==> src/rtl/alu_seq_pkg.sv <==
// alu_seq_pkg: shared states, instruction classes and control encodings for the ALU sequencer.
package alu_seq_pkg;
  typedef enum logic [3:0] {
    FETCH, DECODE, EXEC_R, EXEC_I, MEM_ADDR, MEM_RD, MEM_WR,
    WB_R, WB_I, WB_MEM, BRANCH, JUMP, TRAP
  } stateT;
  typedef enum logic [2:0] {CLS_R, CLS_I, CLS_LW, CLS_SW, CLS_BR, CLS_J, CLS_ILL} clsT;
  localparam logic [5:0] OP_RTYPE    = 6'b000000;
  localparam logic [5:0] OP_SPECIAL2 = 6'b011100;
  localparam logic [5:0] OP_ADDI     = 6'b001000;
  localparam logic [5:0] OP_ADDIU    = 6'b001001;
  localparam logic [5:0] OP_LW       = 6'b100011;
  localparam logic [5:0] OP_SW       = 6'b101011;
  localparam logic [5:0] OP_BEQ      = 6'b000100;
  localparam logic [5:0] OP_BNE      = 6'b000101;
  localparam logic [5:0] OP_J        = 6'b000010;
  localparam logic [5:0] FN_MOVZ     = 6'b001010;
  localparam logic [5:0] FN_MOVN     = 6'b001011;
  localparam logic [5:0] FN_CLZ      = 6'b100000;
  localparam logic [5:0] FN_CLO      = 6'b100001;
  localparam logic [5:0] FN_SUB      = 6'b100010;
  localparam logic [1:0] SRCB_RT     = 2'b00;
  localparam logic [1:0] SRCB_FOUR   = 2'b01;
  localparam logic [1:0] SRCB_IMM    = 2'b10;
  localparam logic [1:0] SRCB_IMMSH  = 2'b11;
  localparam logic [1:0] PC_ALU      = 2'b00;
  localparam logic [1:0] PC_BRANCH   = 2'b01;
  localparam logic [1:0] PC_JUMP     = 2'b10;
  localparam logic [1:0] ALUOP_R     = 2'b00;
  localparam logic [1:0] ALUOP_CL    = 2'b01;
  localparam logic [1:0] ALUOP_ADD   = 2'b10;
endpackage

==> src/rtl/alu_seq_decode.sv <==
// alu_seq_decode: classifies the latched instruction for the sequencer FSM.
module alu_seq_decode
  import alu_seq_pkg::*;
(
  input  logic [31:0] instruction,
  output clsT         cls,
  output logic        isMovn,
  output logic        isMovz,
  output logic        isSpecial2,
  output logic        isBne
);
  logic [5:0] op, fn;
  logic unusedBits;
  assign op = instruction[31:26];
  assign fn = instruction[5:0];
  assign unusedBits = ^instruction[25:6];
  assign isSpecial2 = op == OP_SPECIAL2 && (fn == FN_CLZ || fn == FN_CLO);
  assign isMovn = op == OP_RTYPE && fn == FN_MOVN;
  assign isMovz = op == OP_RTYPE && fn == FN_MOVZ;
  assign isBne = op == OP_BNE;
  assign cls = (op == OP_RTYPE || isSpecial2) ? CLS_R :
               (op == OP_ADDI || op == OP_ADDIU) ? CLS_I :
               op == OP_LW ? CLS_LW :
               op == OP_SW ? CLS_SW :
               (op == OP_BEQ || isBne) ? CLS_BR :
               op == OP_J ? CLS_J : CLS_ILL;
endmodule

==> src/rtl/alu_sequencer.sv <==
// alu_sequencer: multicycle fetch/decode/execute/writeback control FSM with memory timeout.
// Define TRAP_ON_ILLEGAL_EN to trap on illegal opcodes; otherwise they act as NOPs.
module alu_sequencer
  import alu_seq_pkg::*;
#(
  parameter int MEM_TIMEOUT = 16
) (
  input  logic        clk,
  input  logic        reset,
  input  logic [31:0] instruction,
  input  logic        memDone,
  input  logic        zeroFlag,
  input  logic        rtZero,
  output logic [5:0]  operation,
  output logic [1:0]  opCode,
  output logic        aluSrcA,
  output logic [1:0]  aluSrcB,
  output logic        memRead,
  output logic        memWrite,
  output logic        irWrite,
  output logic        pcWrite,
  output logic [1:0]  pcSrc,
  output logic        regWrite,
  output logic        regDst,
  output logic        memToReg,
  output logic        memError,
  output logic        trap,
  output logic [3:0]  state
);
  localparam int CW = $clog2(MEM_TIMEOUT);
`ifdef TRAP_ON_ILLEGAL_EN
  localparam stateT ILLEGAL_NEXT = TRAP;
`else
  localparam stateT ILLEGAL_NEXT = FETCH;
`endif
  stateT curState, nextState;
  clsT cls;
  logic [CW-1:0] waitCnt;
  logic isMovn, isMovz, isSpecial2, isBne, waitState, timeout, brTaken;
  alu_seq_decode uDec (
    .instruction(instruction),
    .cls(cls),
    .isMovn(isMovn),
    .isMovz(isMovz),
    .isSpecial2(isSpecial2),
    .isBne(isBne)
  );
  assign state = curState;
  assign waitState = curState inside {FETCH, MEM_RD, MEM_WR};
  assign timeout = waitState && !memDone && waitCnt == CW'(MEM_TIMEOUT - 1);
  assign brTaken = isBne ^ zeroFlag;
`ifdef TRAP_ON_ILLEGAL_EN
  assign trap = curState == TRAP && !reset;
`else
  assign trap = 1'b0;
`endif
  // A FETCH timeout re-enters FETCH, so the counter must clear on timeout as well as on a state change.
  always_ff @(posedge clk) begin
    if (reset) begin
      curState <= FETCH;
      waitCnt <= '0;
    end else begin
      curState <= nextState;
      waitCnt <= (waitState && nextState == curState && !timeout) ? waitCnt + CW'(1) : '0;
    end
  end
  // Strobes are gated by reset so nothing is written while an instruction is being abandoned.
  always_comb begin
    nextState = curState;
    operation = '0;
    opCode = '0;
    aluSrcA = 1'b0;
    aluSrcB = SRCB_RT;
    memRead = 1'b0;
    memWrite = 1'b0;
    irWrite = 1'b0;
    pcWrite = 1'b0;
    pcSrc = PC_ALU;
    regWrite = 1'b0;
    regDst = 1'b0;
    memToReg = 1'b0;
    memError = 1'b0;
    if (!reset) begin
      case (curState)
        FETCH: begin
          memRead = 1'b1;
          aluSrcB = SRCB_FOUR;
          opCode = ALUOP_ADD;
          irWrite = memDone;
          pcWrite = memDone;
          memError = timeout;
          nextState = memDone ? DECODE : FETCH;
        end
        DECODE: begin
          aluSrcB = SRCB_IMMSH;
          opCode = ALUOP_ADD;
          nextState = cls == CLS_R ? EXEC_R :
                      cls == CLS_I ? EXEC_I :
                      (cls == CLS_LW || cls == CLS_SW) ? MEM_ADDR :
                      cls == CLS_BR ? BRANCH :
                      cls == CLS_J ? JUMP : ILLEGAL_NEXT;
        end
        EXEC_R: begin
          aluSrcA = 1'b1;
          operation = instruction[5:0];
          opCode = isSpecial2 ? ALUOP_CL : ALUOP_R;
          nextState = WB_R;
        end
        EXEC_I, MEM_ADDR: begin
          aluSrcA = 1'b1;
          aluSrcB = SRCB_IMM;
          opCode = ALUOP_ADD;
          nextState = curState == EXEC_I ? WB_I : cls == CLS_LW ? MEM_RD : MEM_WR;
        end
        MEM_RD: begin
          memRead = 1'b1;
          memError = timeout;
          nextState = memDone ? WB_MEM : timeout ? FETCH : MEM_RD;
        end
        MEM_WR: begin
          memWrite = 1'b1;
          memError = timeout;
          nextState = (memDone || timeout) ? FETCH : MEM_WR;
        end
        WB_R: begin
          regWrite = isMovn ? !rtZero : isMovz ? rtZero : 1'b1;
          regDst = 1'b1;
          nextState = FETCH;
        end
        WB_I: begin
          regWrite = 1'b1;
          nextState = FETCH;
        end
        WB_MEM: begin
          regWrite = 1'b1;
          memToReg = 1'b1;
          nextState = FETCH;
        end
        BRANCH: begin
          aluSrcA = 1'b1;
          operation = FN_SUB;
          pcWrite = brTaken;
          pcSrc = brTaken ? PC_BRANCH : PC_ALU;
          nextState = FETCH;
        end
        JUMP: begin
          pcWrite = 1'b1;
          pcSrc = PC_JUMP;
          nextState = FETCH;
        end
        TRAP: nextState = TRAP;
        default: nextState = FETCH;
      endcase
    end
  end
endmodule

==> config.mk <==
export PLATFORM = sky130hd
export DESIGN_NAME = alu_sequencer
export DESIGN_NICKNAME = d
export VERILOG_FILES = /design/src/rtl/alu_seq_pkg.sv /design/src/rtl/alu_seq_decode.sv /design/src/rtl/alu_sequencer.sv
export SDC_FILE = /design/constraint.sdc
export NUM_CORES = 1
export LEC_CHECK = 0
export BUFFER_PORTS_ARGS = -buffer_cell sky130_fd_sc_hd__buf_2
export CAP_MARGIN = 30
export CORE_ASPECT_RATIO = 1.25
export CORE_MARGIN = 10
export CORE_UTILIZATION = 45
export CTS_BUF_LIST = sky130_fd_sc_hd__clkbuf_8
export DETAILED_ROUTE_END_ITERATION = 10
export PLACE_DENSITY = 0.94
export REMOVE_ABC_BUFFERS = 1
export SYNTH_ARGS = -nofsm -noshare
export SYNTH_HDL_FRONTEND = slang
export SYNTH_SLANG_ARGS = --single-unit
export TNS_END_PERCENT = 50
==> constraint.sdc <==
create_clock -name clk -period 4.3 [get_ports clk]
set_clock_uncertainty 0.2 [all_clocks]
set_input_delay 0.43 -clock clk [delete_from_list [all_inputs] [get_ports clk]]
set_output_delay 0.43 -clock clk [all_outputs]
set_load 0.02 [all_outputs]
==> impl_metrics.py, run 1 <==
metrics = {
    "outcome": {
        "status": "finished, final reports clean",
    },
    "global_routing": {
        "grt_use_total": 0.125,
        "grt_pass1_vias": 1105,
        "antenna_found_initial": 0,
        "grt_first_pass_wirelength_mm": 4.97,
        "grt_overflow": 0,
        "grt_max_degree": 23,
    },
    "power": {
        "power_density_nw_per_um2": 375,
        "p_sw_w": 0.000214,
        "combPwrFrac": 0.521,
        "p_int_w": 0.000244,
        "swShare": 0.468,
        "p_clk_frac": 0.190,
        "p_leak_nw": 0.527,
        "peakVddDrop_mv": 0.328,
        "p_seq_frac": 0.289,
        "finalPower_w": 0.000458,
    },
    "sta": {
        "hold_viol": 0,
        "rsz0062_at_grt": "no",
        "setup_ws_ns": 1.61,
        "setup_violations": 0,
        "fin_crit_sh": 0.625,
        "timing.setup.tns_ns": 0,
        "slew_headroom": 0.526,
        "slew_viol_final": 0,
        "finalCriticalPeriod_ns": 2.69,
        "max_freq_mhz": 372,
        "worst-slew-pin-transition_ns": 0.711,
    },
    "logic_synthesis": {
        "synthFlopType": "dfxtp_1",
        "ys_async_sr_fraction": 0,
        "ys_ff_latch": 8,
        "synth_cell_types": 51,
        "synth_edf_count": 0,
        "ys_warn_count": 0,
        "syn_area_um2": 1010,
        "synth_largest_type_area_fraction": 0.158,
        "synth_top_family_by_area": "simple AND/OR/NAND/NOR gates",
        "yosys.area_share.xor_xnor": 0.0519,
        "syn-instance-count": 144,
        "ys_seq_area_frac": 0.158,
        "postSynthAreaPerCell_um2": 7.03,
        "synth_compound_area_frac": 0.245,
        "yosys.area_share.simple": 0.440,
        "synthMuxAreaShare": 0,
        "synthAdderAreaFrac": 0.0124,
        "synthTopCellsByArea": "dfxtp_1, nor2_1, nor3_1, a21oi_1, xor2_1",
        "synth_top_cell_by_area": "dfxtp_1",
    },
    "clock_network": {
        "cts-hold-fix-buffers": 0,
        "worstSkewPairLatency_ns": 0.22,
        "cts_setup_buffers": 0,
        "cts_buffer_depth": 2,
        "cts_tree": "yes",
        "clock_sinks": 8,
        "cts_buffers": 3,
        "h-tree-depth": 1,
        "root_buffer": "clkbuf_8",
        "clkTransAtPathRegs_ns": 0.04,
        "post_cts_resized": 0,
    },
    "critical_path": {
        "rr_startpoint": "state[1]",
        "crit_required_ns": 3.67,
        "crit_path_end_kind": "primary output",
        "crit_type": "reg -> out",
        "cp.arrival_ns": 2.06,
        "setup.worst_path.start": "state[1]",
        "cp-start-kind": "flop",
        "crit_fanout": 22,
    },
    "final_layout": {
        "area.growth.synth_to_final_pct": 20.8,
        "design_area_um2": 1220,
        "multi_input_area_um2": 762,
        "n_fill_cell": 221,
        "nNetsFinal": 217,
        "layout.area.seq_um2": 160,
        "drive_above_1_share": 0.316,
        "n_antenna_cell": 0,
        "final_util": 0.565,
    },
    "detailed_routing": {
        "ant_nets": 0,
        "drtIter0Drc": 93,
        "vias_per_cell": 5.56,
        "wl_per_cell_um": 13.8,
        "vias": 1157,
        "drt-total-wl_mm": 2.88,
        "drc": 0,
        "first_pass_iters": 4,
    },
    "die": {
        "die_w_um": 62.4,
        "die-height_um": 73.0,
        "core-area_um2": 2160,
        "dieArea_um2": 4560,
        "num_io_pins": 63,
        "placement_rows": 19,
        "initial_utilization": 0.468,
    },
    "placement": {
        "gp_congestion": 0.816,
        "port_buffers": 41,
        "dpl_cell_area_um2": 1180,
        "pre_cts_ws_ns": 1.79,
        "post-dp-hpwl_mm": 2.29,
    },
    "run": {
        "drv_cap": 0,
    },
    "hold_path": {
        "hold_class": "reg -> reg",
        "hp-start": "waitCnt[0]",
    },
}
-- cells by family after synthesis --
group / count (synthesis)
AOI/OAI and AO/OA: 32
other: 1
adders and majority gates: 1
xor gates and xnor gates: 6
and+or+nand+nor: 81
DFF: 8
buffers and inverters: 15
-- cell usage in the layout (no fill, tap or decap), types with 2 or more instances in the layout --
master	instances
or3_1	2
a22oi_1	2
buf_2	41
inv_1	4
nand2_1	10
o31ai_1	2
o21ai_0	4
nand3b_1	2
xor2_1	5
and2_1	4
clkbuf_8	3
and3_1	2
nor4_1	5
dfxtp_1	8
nor3_1	13
a21oi_1	10
nand2b_1	2
nand3_1	6
nor2_1	20
nor2b_1	3
o21a_1	2
-- power groups by stage --
stage	combinational [W]	sequential (W)	clock, W
after floorplan	0.000167	0.000132	0
after global placement	0.000236	0.000132	0
after detailed placement	0.000240	0.000132	0
after CTS	0.000240	0.000131	0.0000911
after global routing	0.000266	0.000138	0.0000956
final	0.000239	0.000133	0.0000872
-- synthesized netlist by cell type (3+ instances only) --
master / instances
a21oi_1: 10
buf_6: 3
nand3_1: 6
xor2_1: 5
buf_2: 3
o21ai_0: 4
inv_1: 4
nand2_1: 10
dfxtp_1: 8
nor3_1: 13
nor2b_1: 3
nor4_1: 5
and2_1: 4
nor2_1: 20
-- routing by layer --
metal	share of wire	routed length (um)	track usage	vias up
li1	-	-	-	589
met1	0.44	1250	0.147	512
met2	0.47	1350	0.204	54
met3	0.094	270	0.0399	2
met4	0.0024	7	0.0547	0
met5	0	0	0	-
-- state kept, by name, summed over array words and instances, names as in the netlist --
register  cells
waitCnt       4
state         4
-- worst paths after layout --
check | to | slack (ns) | cells past startpoint
worst min register to register | waitCnt[0] | 0.27 | 1
worst min-delay path | waitCnt[0] | 0.27 | 1
worst max register to register | waitCnt[2] | 2.15 | 5
worst max-delay path | operation[0] | 1.61 | 4
-- through the flow --
step | hold slack (ns) | cells
floorplan | 0.241 | 133
global placement | 0.262 | 205
detailed placement | 0.266 | 205
CTS | 0.275 | 208
global route | 0.284 | 208
finish | 0.272 | 208
-- worst max-delay path: stages, from the launching register on --
cell      delay [ns]
dfxtp_1         0.77
nand2b_1        0.22
nor4_1          0.48
and2_1          0.20
buf_2           0.16
-- area by class of cell --
type	instances	area share
clock buffers	3	0.0338
repair buffers	41	0.168
well taps	31	0.0317
multi-input cells	121	0.623
flip-flops and latches	8	0.131
inverters	4	0.0123
No activity file was read; power rests on OpenSTA's default activity.
==> inputs of run 2 (changes only) <==
--- a/config.mk
+++ b/config.mk
@@ -5,14 +5,15 @@
 export SDC_FILE = /design/constraint.sdc
 export NUM_CORES = 1
 export LEC_CHECK = 0
+export ABC_AREA = 1
 export BUFFER_PORTS_ARGS = -buffer_cell sky130_fd_sc_hd__buf_2
 export CAP_MARGIN = 30
 export CORE_ASPECT_RATIO = 1.25
 export CORE_MARGIN = 10
-export CORE_UTILIZATION = 45
+export CORE_UTILIZATION = 43
 export CTS_BUF_LIST = sky130_fd_sc_hd__clkbuf_8
 export DETAILED_ROUTE_END_ITERATION = 10
-export PLACE_DENSITY = 0.94
+export PLACE_DENSITY = 0.93
 export REMOVE_ABC_BUFFERS = 1
 export SYNTH_ARGS = -nofsm -noshare
 export SYNTH_HDL_FRONTEND = slang
==> constraint.sdc (replaced) <==
create_clock -name clk -period 2.8 [get_ports clk]
set_clock_uncertainty 0.2 [all_clocks]
set_input_delay 0.28 -clock clk [delete_from_list [all_inputs] [get_ports clk]]
set_output_delay 0.28 -clock clk [all_outputs]
set_load 0.02 [all_outputs]
==> run 2 against run 1 <==
First-iteration DRC count is 43% lower. Global-route usage is 0.066 points lower. Area after synthesis is 9.3% lower. Design area is 3.6% lower. Synthesized cell count is 22% higher. Via count is 6.4% higher. Die area is 3.6% lower. Non-clock buffer count stayed put. Sequential share of layout area is 0.49 points higher. Critical path depth is 3 higher.
==> impl_metrics.py, run 2 <==
metrics = {
    "power": {
        "finalPower_w": 0.000444,
        "combPwrFrac": 0.379,
        "p_leak_nw": 0.746,
        "power_density_nw_per_um2": 376,
        "peakVddDrop_mv": 0.520,
        "p_sw_w": 0.000170,
        "swShare": 0.383,
        "p_clk_frac": 0.312,
        "p_seq_frac": 0.309,
        "p_int_w": 0.000274,
    },
    "global_routing": {
        "grt_use_total": 0.125,
        "grt_pass1_vias": 1136,
        "grt_first_pass_wirelength_mm": 4.49,
        "grt_overflow": 0,
        "antenna_found_initial": 0,
        "grt_max_degree": 15,
    },
    "detailed_routing": {
        "drc": 0,
        "ant_nets": 0,
        "vias": 1231,
        "vias_per_cell": 5.19,
        "drt-total-wl_mm": 2.72,
        "wl_per_cell_um": 11.5,
        "first_pass_iters": 4,
        "drtIter0Drc": 53,
    },
    "clock_network": {
        "clock_sinks": 8,
        "cts_setup_buffers": 0,
        "cts_buffer_depth": 2,
        "h-tree-depth": 1,
        "post_cts_resized": 0,
        "cts_tree": "yes",
        "worstSkewPairLatency_ns": 0.23,
        "root_buffer": "clkbuf_8",
        "cts-hold-fix-buffers": 0,
        "clkTransAtPathRegs_ns": 0.04,
        "cts_buffers": 3,
    },
    "critical_path": {
        "crit_path_end_kind": "primary output",
        "crit_type": "reg -> out",
        "crit_required_ns": 2.32,
        "rr_startpoint": "state[0]",
        "reg2reg_to": "waitCnt[2]",
        "r2r_cells": 8,
        "crit_fanout": 7,
        "cp.arrival_ns": 1.62,
        "max_stage_delay_ns": 0.44,
        "crit_chain": "inv_2 -> nor2_2 -> inv_1 -> nor2_2 -> nand2_1 -> nor2_1 -> buf_2",
        "cp-start-kind": "flop",
        "r2r_setup_slack_ns": 0.82,
        "crit_top_cell": "nor2_2",
        "crit_slowest_cell": "dfxtp_1",
    },
    "placement": {
        "gp_congestion": 0.969,
        "port_buffers": 41,
        "post-dp-hpwl_mm": 2.33,
        "place_inst": 234,
    },
    "die": {
        "die_w_um": 61.3,
        "initial_utilization": 0.458,
        "dieArea_um2": 4400,
        "die-height_um": 71.7,
        "placement_rows": 18,
        "num_io_pins": 63,
        "core-area_um2": 2000,
    },
    "sta": {
        "slew_viol_final": 0,
        "worst-slew-pin-transition_ns": 0.610,
        "rsz0062_at_grt": "no",
        "hold_viol": 0,
        "fin_crit_sh": 0.749,
        "holdWs_ns": 0.249,
        "slew_headroom": 0.593,
        "finalCriticalPeriod_ns": 2.10,
        "max_freq_mhz": 477,
        "timing.setup.tns_ns": 0,
        "setup_violations": 0,
    },
    "outcome": {
        "status": "finished, final reports clean",
    },
    "logic_synthesis": {
        "syn-instance-count": 175,
        "synth_top_cell_by_area": "dfxtp_1",
        "ys_ff_latch": 8,
        "synth_largest_type_area_fraction": 0.174,
        "synth_cell_types": 24,
        "syn_area_um2": 918,
        "synth_edf_count": 0,
        "synthFlopType": "dfxtp_1",
        "ys_seq_area_frac": 0.174,
        "synthTopCellsByCount": "nor2_1, nand2_1, inv_1",
        "synthTopCellsByArea": "dfxtp_1, nor2_1, nand2_1, inv_1, nand3_1",
        "postSynthAreaPerCell_um2": 5.25,
        "ys_warn_count": 0,
        "ys_async_sr_fraction": 0,
        "post-synth-top-count-cell": "nor2_1",
    },
    "run": {
        "drv_cap": 0,
    },
    "final_layout": {
        "layout_commonest_cell": "buf_2",
        "nNetsFinal": 257,
        "final_cell_mix": "buf_2, nor2_1, nand2_1",
        "final_util": 0.588,
        "drive_above_1_share": 0.253,
        "area.growth.synth_to_final_pct": 28.3,
        "n_fill_cell": 222,
        "fin_cells": 237,
        "n_antenna_cell": 0,
    },
    "hold_path": {
        "hold_class": "reg -> reg",
        "hp-start": "waitCnt[0]",
        "hold_path_depth": 1,
        "whs_endpoint": "waitCnt[0]",
    },
}
==> run 2: changes by cell type after synthesis, sizes merged, moves of 6 or more <==
cell	delta
nor3	-12
nand2	+29
nand4	+6
inv	+27
nor2	+22
buf	-8
nand3	+14
==> run 2: cell type report <==
| cell class | instances | area [um^2] | share of cell area |
|---|---|---|---|
| Multi-Input combinational cell | 134 | 631 | 0.535 |
| Timing Repair Buffer | 41 | 205 | 0.174 |
| Sequential cell | 8 | 160 | 0.136 |
| Tap cell | 20 | 25.0 | 0.0212 |
| Clock buffer | 3 | 41.3 | 0.0350 |
| Inverter | 31 | 116 | 0.0987 |
==> run 2: power by group through the flow <==
| stage | clock network, W | logic [W] | registers, W |
|---|---|---|---|
| after CTS | 0.000143 | 0.000169 | 0.000137 |
| after floorplan | 0 | 0.000111 | 0.000141 |
| after global placement | 0 | 0.000166 | 0.000139 |
| after detailed placement | 0 | 0.000169 | 0.000139 |
| final | 0.000139 | 0.000168 | 0.000137 |
| after global routing | 0.000150 | 0.000193 | 0.000139 |
==> run 2: how the worst max path moves through the flow <==
stage	startpoint	end	depth (start not counted)
5_1_grt	state[0]	waitCnt[0]	8
4_1_cts	state[1]	opCode[0]	7
2_1_floorplan	state[2]	regWrite	4
3_5_place_dp	state[0]	waitCnt[2]	8
3_3_place_gp	state[0]	waitCnt[2]	8
6_report	state[1]	opCode[0]	7
==> run 2: routing by layer <==
metal | part of all wire | up-vias | track usage | wire [um]
li1 | - | 645 | - | -
met1 | 0.38 | 545 | 0.126 | 1030
met2 | 0.50 | 37 | 0.222 | 1350
met3 | 0.11 | 4 | 0.0406 | 299
met4 | 0.018 | 0 | 0.0547 | 48
met5 | 0 | - | 0 | 0
==> run 2: cells by family after synthesis <==
logic type               Yosys count  share of synthesized area
AND/OR/NAND/NOR                  113                      0.544
buffers and inverters             33                      0.139
AO/OA/AOI/OAI                     17                      0.106
flip-flops                         8                      0.174
XOR/XNOR                           2                     0.0191
adder cells (fa/ha/maj)            1                     0.0136
other                              1                    0.00408
==> run 2: critical path, delay by kind of cell, from the launching register on <==
family	cells	cell delay, ns
buf+inv	3	0.34
flops	1	0.44
simple gates	4	0.62
==> run 2: metrics by stage <==
step	setup slack, ns	instance area, um^2
after floorplan	0.555	907
after global routing	0.552	1180
after CTS	0.698	1180
final	0.703	1180
after global placement	0.858	1140
after detailed placement	0.849	1140
==> inputs of run 3 (changes only) <==
--- a/config.mk
+++ b/config.mk
@@ -5,15 +5,15 @@
 export SDC_FILE = /design/constraint.sdc
 export NUM_CORES = 1
 export LEC_CHECK = 0
-export ABC_AREA = 1
+export ABC_AREA = 0
 export BUFFER_PORTS_ARGS = -buffer_cell sky130_fd_sc_hd__buf_2
 export CAP_MARGIN = 30
 export CORE_ASPECT_RATIO = 1.25
 export CORE_MARGIN = 10
-export CORE_UTILIZATION = 43
+export CORE_UTILIZATION = 44
 export CTS_BUF_LIST = sky130_fd_sc_hd__clkbuf_8
 export DETAILED_ROUTE_END_ITERATION = 10
-export PLACE_DENSITY = 0.93
+export PLACE_DENSITY = 0.92
 export REMOVE_ABC_BUFFERS = 1
 export SYNTH_ARGS = -nofsm -noshare
 export SYNTH_HDL_FRONTEND = slang
==> constraint.sdc (replaced) <==
create_clock -name clk -period 2.15 [get_ports clk]
set_clock_uncertainty 0.2 [all_clocks]
set_input_delay 0.215 -clock clk [delete_from_list [all_inputs] [get_ports clk]]
set_output_delay 0.215 -clock clk [all_outputs]
set_load 0.02 [all_outputs]
==> run 3 against run 2 <==
Sequential power up 80%. Register-to-register slack lost 0.67 ns. Critical endpoint is now pcWrite. Worst hold slack got worse by 0.070 ns. Largest power group unchanged. First-iteration DRC count is 28% higher. Via count fell by 2.8%. Largest cell class unchanged. Routed wire length up 9.8%. Clock power up 22%. Highest routed layer unchanged. Global-route usage is 0.37 points higher. Flip-flop and latch count stayed put.
==> impl_metrics.py, run 3 (synthesis gave the netlist of run 1 again) <==
metrics = {
    "sta": {
        "rsz0062_at_grt": "yes",
        "setup_violations": 0,
        "setup_ws_ns": 0.105,
        "hold_viol": 0,
        "finalCriticalPeriod_ns": 2.05,
        "timing.setup.tns_ns": 0,
        "slew_viol_final": 0,
        "fin_crit_sh": 0.951,
        "max_freq_mhz": 489,
    },
    "detailed_routing": {
        "vias": 1196,
        "first_pass_iters": 4,
        "drt-total-wl_mm": 2.99,
        "drtIter0Drc": 68,
        "drc": 0,
        "vias_per_cell": 5.54,
        "wl_per_cell_um": 13.9,
        "ant_nets": 0,
    },
    "critical_path": {
        "crit_chain": "inv_1 -> nand2_1 -> nor3_2 -> or3_1 -> buf_2",
        "cp-start-kind": "flop",
        "critPathBufInv": 2,
        "crit_type": "reg -> out",
        "setup.worst_path.start": "state[0]",
        "critical_path.top_delay_family": "simple AND/OR/NAND/NOR gates",
        "max_stage_delay_ns": 0.49,
        "crit_path_end_kind": "primary output",
        "crit_required_ns": 1.74,
        "rr_startpoint": "waitCnt[0]",
        "crit_fanout": 9,
        "cp.arrival_ns": 1.63,
        "r2r_setup_slack_ns": 0.15,
        "crit_slowest_cell": "dfxtp_1",
    },
    "final_layout": {
        "multi_input_area_um2": 762,
        "final_cell_mix": "buf_2, nor2_1, nor3_1",
        "nNetsFinal": 225,
        "area.growth.synth_to_final_pct": 27.1,
        "fin_cells": 216,
        "n_fill_cell": 214,
        "n_antenna_cell": 0,
        "drive_above_1_share": 0.362,
        "design_area_um2": 1290,
        "layout_commonest_cell": "buf_2",
        "layout.area.seq_um2": 164,
    },
    "clock_network": {
        "h-tree-depth": 1,
        "clock_sinks": 8,
        "root_buffer": "clkbuf_8",
        "cts_buffer_depth": 2,
        "cts_buffers": 3,
        "cts_tree": "yes",
        "cts_setup_buffers": 0,
        "cts-hold-fix-buffers": 0,
        "clkTransAtPathRegs_ns": 0.04,
        "post_cts_resized": 0,
        "worstSkewPairLatency_ns": 0.22,
    },
    "placement": {
        "pre_cts_ws_ns": 0.149,
        "dpl_cell_area_um2": 1240,
        "place_inst": 213,
        "port_buffers": 41,
        "post-dp-hpwl_mm": 2.47,
        "gp_congestion": 0.871,
    },
    "power": {
        "peakVddDrop_mv": 0.743,
        "finalPower_w": 0.000968,
        "p_leak_nw": 0.570,
        "power_density_nw_per_um2": 752,
    },
    "die": {
        "core-area_um2": 2210,
        "initial_utilization": 0.458,
        "dieArea_um2": 4630,
        "placement_rows": 19,
        "num_io_pins": 63,
        "die-height_um": 73.6,
        "die_w_um": 62.9,
    },
    "outcome": {
        "status": "finished, final reports clean",
    },
    "run": {
        "drv_cap": 0,
    },
    "global_routing": {
        "grt_pass1_vias": 1167,
        "grt_use_met3": 0.0471,
        "gr-usage-met2": 0.236,
        "grt_overflow": 0,
        "grt_use_total": 0.128,
        "grt.busiest_layer": "met2",
        "grt.met1_usage": 0.133,
        "grt_max_degree": 14,
        "antenna_found_initial": 0,
        "grt_first_pass_wirelength_mm": 5.11,
    },
    "hold_path": {
        "hp-start": "instruction[30]",
        "hold_class": "in -> reg",
    },
}
==> run 3: cell count changes in the layout (fill, tap and decap cells not counted), moves of 4 or more <==
cell	delta
nand2_1	-27
inv_1	-24
nor2_1	-19
nand3_1	-12
nor3_1	+11
buf_4	+8
nand4_1	-6
and2_1	+4
xor2_1	+4
==> run 3: layout make-up <==
cell class              count  share of cell area
clock buffers               3              0.0321
inverters                   4              0.0117
multi-input cells         121               0.592
repair buffers             49               0.206
flip-flops and latches      8               0.127
well taps                  31              0.0302
==> run 3: final timing paths <==
| path | endpoint | cells past startpoint |
|---|---|---|
| max | pcWrite | 5 |
| max reg2reg | waitCnt[0] | 6 |
| min reg2reg | waitCnt[0] | 1 |
| min | state[0] | 4 |
==> run 3: per-stage QoR <==
stage | util | hold slack (ns)
after floorplan | - | 0.213
after global placement | 0.561 | 0.261
after detailed placement | 0.561 | 0.273
after CTS | 0.580 | 0.167
after global routing | 0.582 | 0.192
final | 0.582 | 0.179
==> run 3: worst register-to-register path, stage by stage (launching register included) <==
cell	delay, ns
dfxtp_1	0.33
ha_1	0.25
a31oi_2	0.30
o21ai_2	0.11
a2111oi_4	0.39
o211ai_2	0.19
nor3b_2	0.17
==> run 3: report_power, final <==
part	total, W	internal [W]	leakage [nW]	switching (W)
Clock	0.000170	0.000120	0.0216	0.0000494
Combinational	0.000551	0.000223	0.482	0.000329
Sequential	0.000246	0.000184	0.0666	0.0000627
==> run 3: layer usage <==
metal / up-vias / wire length [um]
met1: 539 / 1300
met5: - / 0
met3: 4 / 220
li1: 607 / -
met4: 0 / 24
met2: 46 / 1450
